File: config.mk
export PLATFORM = sky130hd
export DESIGN_NAME = text_banner_ctrl
export DESIGN_NICKNAME = d
export VERILOG_FILES = /design/src/rtl/pong_text_pkg.sv /design/src/rtl/text_slot_decode.sv /design/src/rtl/text_banner_ctrl.sv
export SDC_FILE = /design/constraint.sdc
export NUM_CORES = 1
export LEC_CHECK = 0
export ABC_AREA = 1
export BUFFER_PORTS_ARGS = -buffer_cell sky130_fd_sc_hd__buf_2
export CAP_MARGIN = 5
export CORE_MARGIN = 2
export CORE_UTILIZATION = 30
export DETAILED_ROUTE_END_ITERATION = 16
export GPL_ROUTABILITY_DRIVEN = 0
export HOLD_SLACK_MARGIN = 0.15
export SYNTH_ARGS = -nofsm -noshare
export SYNTH_HDL_FRONTEND = slang
export SYNTH_HIERARCHICAL = 1
export SYNTH_SLANG_ARGS = --single-unit
File: constraint.sdc
create_clock -name clk -period 6.1 [get_ports clk]
set_input_delay 1.22 -clock clk [delete_from_list [all_inputs] [get_ports clk]]
set_output_delay 1.22 -clock clk [all_outputs]
set_load 0.05 [all_outputs]
File: src/rtl/pong_text_pkg.sv
// Shared encodings and geometry for the text banner sequencer.
package pong_text_pkg;

  // Command ops and banner states share one encoding
  typedef enum logic [1:0] {
    HIDE   = 2'd0,
    SHOW   = 2'd1,
    BLINK  = 2'd2,
    SCROLL = 2'd3
  } state_e;

  localparam int CHAR_W = 26;
  localparam int CHAR_H = 40;
  localparam int PITCH  = 32;
  localparam int H_RES  = 640;

  // Character codes understood by the glyph renderer
  localparam logic [4:0] BLANK  = 5'd0;
  localparam logic [4:0] CH_A   = 5'd1;
  localparam logic [4:0] CH_E   = 5'd2;
  localparam logic [4:0] CH_P   = 5'd3;
  localparam logic [4:0] CH_R   = 5'd4;
  localparam logic [4:0] CH_S   = 5'd5;
  localparam logic [4:0] CH_T   = 5'd6;
  localparam logic [4:0] CH_I   = 5'd7;
  localparam logic [4:0] CH_N   = 5'd8;
  localparam logic [4:0] CH_W   = 5'd9;
  localparam logic [4:0] CH_ONE = 5'd10;

endpackage

File: src/rtl/text_slot_decode.sv
// Combinational locator: is (x, y) inside the banner, which slot, and where
// that slot starts horizontally.
module text_slot_decode #(
  parameter int NUM_CHARS = 8,
  parameter int CHAR_H    = pong_text_pkg::CHAR_H,
  parameter int PITCH     = pong_text_pkg::PITCH,
  parameter int SLOT_W    = $clog2(NUM_CHARS)
) (
  input  logic [9:0]        x,
  input  logic [9:0]        y,
  input  logic [9:0]        base_x,
  input  logic [9:0]        base_y,
  output logic              hit,
  output logic [SLOT_W-1:0] slot,
  output logic [10:0]       start_x
);
  import pong_text_pkg::*;

  localparam int          SHIFT    = $clog2(PITCH);
  localparam logic [10:0] SPAN     = 11'(NUM_CHARS * PITCH);
  localparam logic [10:0] HEIGHT   = 11'(CHAR_H);
  localparam logic [10:0] OFF_MASK = ~11'(PITCH - 1);

  logic [10:0] rel_x;
  logic        x_in, y_in;

  // Offset from banner origin; masking the in-slot bits gives slot*PITCH
  assign rel_x   = {1'b0, x} - {1'b0, base_x};
  assign x_in    = (x >= base_x) && (rel_x < SPAN);
  assign y_in    = (y >= base_y) && ({1'b0, y} < ({1'b0, base_y} + HEIGHT));
  assign hit     = x_in && y_in;
  assign slot    = rel_x[SHIFT +: SLOT_W];
  assign start_x = {1'b0, base_x} + (rel_x & OFF_MASK);

endmodule

File: src/rtl/text_banner_ctrl.sv
// Text banner sequencer: frame-synchronous command handling, character
// registers and a one-cycle registered slot lookup feeding the glyph renderer.
module text_banner_ctrl #(
  parameter int NUM_CHARS    = 8,
  parameter int CHAR_H       = pong_text_pkg::CHAR_H,
  parameter int PITCH        = pong_text_pkg::PITCH,
  parameter int H_RES        = pong_text_pkg::H_RES,
  parameter int BLINK_FRAMES = 30,
  parameter int SCROLL_STEP  = 2
) (
  input  logic        clk,
  input  logic        rst_n,
  input  logic        pix_tick,
  input  logic [9:0]  x,
  input  logic [9:0]  y,
  input  logic        frame_start,
  input  logic        cmd_valid,
  output logic        cmd_ready,
  input  logic [1:0]  cmd_op,
  input  logic [9:0]  cmd_x,
  input  logic [9:0]  cmd_y,
  input  logic        wr_en,
  input  logic [2:0]  wr_addr,
  input  logic [4:0]  wr_code,
  output logic [31:0] glyph_start_x,
  output logic [31:0] glyph_start_y,
  output logic [4:0]  glyph_code,
  output logic        glyph_en,
  output logic [9:0]  x_d,
  output logic [9:0]  y_d,
  output logic        banner_active
);
  import pong_text_pkg::*;

  localparam int                SLOT_W   = $clog2(NUM_CHARS);
  localparam int                CNT_W    = $clog2(BLINK_FRAMES + 1);
  localparam logic [CNT_W-1:0]  CNT_LAST = CNT_W'(BLINK_FRAMES - 1);
  localparam logic [9:0]        STEP     = 10'(SCROLL_STEP);
  localparam logic [9:0]        WRAP     = 10'(H_RES);

  state_e            state_q, state_d;
  logic              pend_q, ready_q;
  logic [1:0]        pend_op_q;
  logic [9:0]        pend_x_q, pend_y_q;
  logic [9:0]        base_x_q, base_y_q;
  logic [CNT_W-1:0]  cnt_q;
  logic              vis_q;
  logic [4:0]        code_q [NUM_CHARS];
  logic              accept, apply, show_en;

  logic              hit;
  logic [SLOT_W-1:0] slot;
  logic [10:0]       slot_x;

  logic [31:0]       start_x_q, start_y_q;
  logic [4:0]        gcode_q;
  logic              gen_q;
  logic [9:0]        x_q, y_q;

  // ready implies nothing pending, so accept and apply never coincide
  assign accept = cmd_valid && ready_q;
  assign apply  = pend_q && frame_start;

  // Single-entry command holding register; ready returns one cycle after apply
  always_ff @(posedge clk or negedge rst_n) begin
    if (!rst_n) begin
      pend_q    <= 1'b0;
      ready_q   <= 1'b1;
      pend_op_q <= 2'd0;
      pend_x_q  <= 10'd0;
      pend_y_q  <= 10'd0;
    end else if (accept) begin
      pend_q    <= 1'b1;
      ready_q   <= 1'b0;
      pend_op_q <= cmd_op;
      pend_x_q  <= cmd_x;
      pend_y_q  <= cmd_y;
    end else if (apply) begin
      pend_q    <= 1'b0;
    end else if (!pend_q && !ready_q) begin
      ready_q   <= 1'b1;
    end
  end

  // FSM state register
  always_ff @(posedge clk or negedge rst_n) begin
    if (!rst_n) state_q <= HIDE;
    else        state_q <= state_d;
  end

  // FSM next state: only an applied command changes mode
  always_comb begin
    state_d = state_q;
    if (apply) state_d = state_e'(pend_op_q);
  end

  // FSM outputs
  always_comb begin
    banner_active = (state_q != HIDE);
    show_en       = (state_q != HIDE) && vis_q;
  end

  // Banner origin, blink counter and visibility, all advanced on frame_start
  always_ff @(posedge clk or negedge rst_n) begin
    if (!rst_n) begin
      base_x_q <= 10'd0;
      base_y_q <= 10'd0;
      cnt_q    <= '0;
      vis_q    <= 1'b1;
    end else if (apply) begin
      base_x_q <= pend_x_q;
      base_y_q <= pend_y_q;
      cnt_q    <= '0;
      vis_q    <= 1'b1;
    end else if (frame_start) begin
      if (state_q == BLINK) begin
        if (cnt_q == CNT_LAST) begin
          cnt_q <= '0;
          vis_q <= ~vis_q;
        end else begin
          cnt_q <= cnt_q + 1'b1;
        end
      end else if (state_q == SCROLL) begin
        base_x_q <= (base_x_q < STEP) ? WRAP : (base_x_q - STEP);
      end
    end
  end

  // Character registers; out-of-range addresses are dropped
  always_ff @(posedge clk or negedge rst_n) begin
    if (!rst_n) begin
      for (int i = 0; i < NUM_CHARS; i++) code_q[i] <= BLANK;
    end else if (wr_en && (32'(wr_addr) < NUM_CHARS)) begin
      code_q[wr_addr[SLOT_W-1:0]] <= wr_code;
    end
  end

  text_slot_decode #(
    .NUM_CHARS (NUM_CHARS),
    .CHAR_H    (CHAR_H),
    .PITCH     (PITCH),
    .SLOT_W    (SLOT_W)
  ) u_decode (
    .x       (x),
    .y       (y),
    .base_x  (base_x_q),
    .base_y  (base_y_q),
    .hit     (hit),
    .slot    (slot),
    .start_x (slot_x)
  );

  // Registered lookup; start coordinates keep their last value on a miss
  always_ff @(posedge clk or negedge rst_n) begin
    if (!rst_n) begin
      start_x_q <= 32'd0;
      start_y_q <= 32'd0;
      gcode_q   <= BLANK;
      gen_q     <= 1'b0;
      x_q       <= 10'd0;
      y_q       <= 10'd0;
    end else if (pix_tick) begin
      x_q <= x;
      y_q <= y;
      if (hit) begin
        start_x_q <= {21'd0, slot_x};
        start_y_q <= {22'd0, base_y_q};
        gcode_q   <= code_q[slot];
        gen_q     <= show_en && (code_q[slot] != BLANK);
      end else begin
        gcode_q   <= BLANK;
        gen_q     <= 1'b0;
      end
    end
  end

  assign cmd_ready     = ready_q;
  assign glyph_start_x = start_x_q;
  assign glyph_start_y = start_y_q;
  assign glyph_code    = gcode_q;
  assign glyph_en      = gen_q;
  assign x_d           = x_q;
  assign y_d           = y_q;

endmodule

==> reports/qor.yml <==
synth-edff-count: 0
firstDrtPassIters: 5
drv_slew: 0
die_y_microns: 163.0
power_switching_uw: 2198
min_period_over_period_pct: 62.07
routed_via_density: 4.326
start_util_pct: 30.36
root_buffer: "clkbuf_16"
clk_pin_slew_ns: 0.06
drt-total-wl_microns: 18270
yosys_warnings: 6
seqPwrFrac_pct: 30.5
drive_gt1_share_pct: 15.32
core_sq_mm: 0.02496
power_frac_clock_pct: 22.7
portBuffers: 104
final_antenna_net_count: 0
finalSetupViolCount: 0
hold_viol: 0
avgRoutedWirePerCell_microns: 12.98
detailed_place_hpwl_microns: 13370
multi_input_area_sq_mm: 0.003357
reg2reg_depth: 16
final_nets: 1157
fin_setup_tns_ns: 0
worstPathMaxFanout: 27
ys_types: 39
n_antenna_cell: 0
seq_area_sq_mm: 0.003481
grt_max_degree: 94
arrival_ns: 4.15
internal-power_uw: 2513
ys_ff_latch: 139
final_area_sq_mm: 0.008841
ctsHoldBuffers: 0
fillers: 2647
grt_antenna_before_repair: 0
power.leakage_uw: 0.004793
hold_slack_ns: 0.4650
fmax_ghz: 0.2641
insertion_delay_ns: 0.43
area_delta_synth_final_pct: 16.64
grt_pass1_vias: 5672
cts.htree.levels: 4
synthArstFlopShare_pct: 100.0
powerDensity_mw_per_mm2: 532.8
holdPathStages: 2
cts_setup_buffers: 0
synth_area_per_cell_sq_um: 7.863
cts_buffers: 17
placed_area_sq_mm: 0.008239
worst_pin_slew_ns: 0.9107
ios: 148
status: "completed"
grt.total_usage_pct: 14.07
netlist_area_sq_mm: 0.007580
swShare_pct: 46.66
hp-class: "reg2reg"
post-route-drc-count: 0
cts_sinks: 139
fin_crit_ns: 3.786
drtIter0Drc: 397
criticalPathCategory: "reg2reg"
grt_pass1_wl_microns: 29430
rows: 58
cts_resized: 0
drv_cap: 0
vias: 6087
grt-ovfl-total: 0
critPathLaunchType: "register"
cp_data_required_time_ns: 6.47
skew_ns: 0.01119
clockBufferDepth: 2
crit_path_end_kind: "register"
tritoncts: "done"
die_w_microns: 163.0
die-area_sq_mm: 0.02655
ys_seq_area_share_pct: 45.92
rsz0062_at_grt: "no"
slew_headroom_pct: 39.28
synthCells: 964
peakVddDrop_v: 0.0001993
p_comb_share_pct: 46.8
synth_ff_type: "dfrtp_1"
[registers in the layout, indices dropped and copies added, names as in the netlist, 2 cells and up]
register / cells
pend_x_q: 10
pend_op_q: 2
y_d: 10
pend_y_q: 10
x_d: 10
glyph_start_y: 10
base_x_q: 10
state_q: 2
glyph_code: 5
cnt_q: 5
code_q: 40
glyph_start_x: 11
base_y_q: 10
[cell usage after synthesis (2+ instances only)]
master,instances,share of area [%]
buf_2,5,0.33
inv_1,111,5.5
nand4_1,4,0.33
o21ai_0,85,5.6
nand3_1,39,2.6
ha_1,36,5.9
buf_4,51,5.1
dfrtp_1,137,45
a22oi_1,2,0.20
or2_2,2,0.17
and3_1,2,0.17
xnor2_1,2,0.23
clkinv_1,2,0.099
nand2_1,336,17
o21bai_1,2,0.20
buf_6,2,0.30
nand3_2,2,0.26
nor2_2,4,0.33
inv_2,4,0.20
clkbuf_1,10,0.50
o21a_1,2,0.20
dfstp_2,2,0.69
a21oi_1,33,2.2
nor2_1,48,2.4
xor2_1,17,2.0
nor3_1,5,0.33
o21ai_1,3,0.20
nand2_2,5,0.41
[critical path, cell delays in order, from the launching register on]
cell,delay (ns)
dfrtp_1,0.43
ha_1,0.24
or2_2,0.29
nand3_1,0.08
xor2_1,0.15
ha_1,0.27
and3_1,0.19
nand3_1,0.09
nand3_1,0.07
nand2_1,0.08
nand3_2,0.08
nor2_2,0.09
nand2_1,0.50
inv_1,0.72
nand3_1,0.18
o21bai_1,0.20
nand2_1,0.05
[per-stage QoR]
stage	utilization [%]	total power, uW	worst slack (ns)	std cells
2_1_floorplan	-	3117	2.821	1006
3_3_place_gp	33.00	3617	1.982	1375
3_5_place_dp	33.00	3641	1.912	1375
4_1_cts	35.42	4735	2.292	1407
5_1_grt	35.42	5117	1.935	1407
6_report	35.42	4711	2.314	1407
[kinds of logic (layout without fill, tap and decap cells)]
logic type      count (synthesis)  in the layout  share of synthesized area [%]
flops                         139            139                          45.92
simple gates                  452            452                          24.27
fa+ha+maj                      37             37                          6.207
other cells                     1             43                        0.04947
buf+inv                       185            256                          11.97
compound gates                131            131                          9.393
xor+xnor                       19             19                          2.195
[path summary, 6_finish.rpt]
kind | from | end | slack, ns
setup reg to reg | base_y_q[3]$_DFFE_PN0P_ | glyph_en$_DFFE_PN0P_ | 2.31
setup / recovery | base_y_q[3]$_DFFE_PN0P_ | glyph_en$_DFFE_PN0P_ | 2.31
hold / removal | x_d[8]$_DFFE_PN0P_ | x_d[8]$_DFFE_PN0P_ | 0.46
hold reg to reg | x_d[8]$_DFFE_PN0P_ | x_d[8]$_DFFE_PN0P_ | 0.46
min in group asynchronous | rst_n | cnt_q[1]$_DFFE_PN0P_ | 0.85
max in group asynchronous | rst_n | pend_y_q[5]$_DFFE_PN0P_ | 4.09
[per-layer routing]
metal | track usage, % | up-vias | wire length (microns)
li1 | - | 3125 | -
met1 | 20.04 | 2799 | 9035
met2 | 21.59 | 146 | 8265
met3 | 2.878 | 17 | 766
met4 | 4.023 | 0 | 200
met5 | 0 | - | 0
[layout make-up]
class                           count  share of cell area (%)
Inverter                          117                   4.967
Multi-Input combinational cell    682                   37.97
Sequential cell                   139                   39.37
Timing Repair Buffer              107                   6.213
Clock buffer                       17                   4.812
Clock inverter                     15                   1.995
Tap cell                          330                   4.670
[layout by cell type, fill, tap and decap left out, types with 2 or more instances in the layout]
| cell | synthesis | routed |
|---|---|---|
| a21oi_1 | 33 | 33 |
| a22oi_1 | 2 | 2 |
| and3_1 | 2 | 2 |
| buf_2 | 5 | 103 |
| buf_4 | 51 | 3 |
| bufinv_16 | 0 | 2 |
| clkbuf_16 | 0 | 17 |
| clkinv_1 | 2 | 2 |
| clkinv_4 | 0 | 2 |
| conb_1 | 1 | 43 |
| dfrtp_1 | 137 | 137 |
| dfstp_2 | 2 | 2 |
| ha_1 | 36 | 36 |
| inv_1 | 111 | 111 |
| inv_2 | 4 | 4 |
| inv_6 | 0 | 6 |
| inv_8 | 0 | 3 |
| nand2_1 | 336 | 336 |
| nand2_2 | 5 | 5 |
| nand3_1 | 39 | 39 |
| nand3_2 | 2 | 2 |
| nand4_1 | 4 | 4 |
| nor2_1 | 48 | 48 |
| nor2_2 | 4 | 4 |
| nor3_1 | 5 | 5 |
| o21a_1 | 2 | 2 |
| o21ai_0 | 85 | 85 |
| o21ai_1 | 3 | 3 |
| o21bai_1 | 2 | 2 |
| or2_2 | 2 | 2 |
| xnor2_1 | 2 | 2 |
| xor2_1 | 17 | 16 |
[power groups by stage]
stage	Combinational [uW]	Clock (uW)	Sequential [uW]
6_report	2200	1070	1440
3_3_place_gp	2170	0	1450
5_1_grt	2510	1140	1470
3_5_place_dp	2190	0	1450
2_1_floorplan	1500	0	1610
4_1_cts	2210	1090	1440
Note: power is estimated with default switching activity, not from simulation.
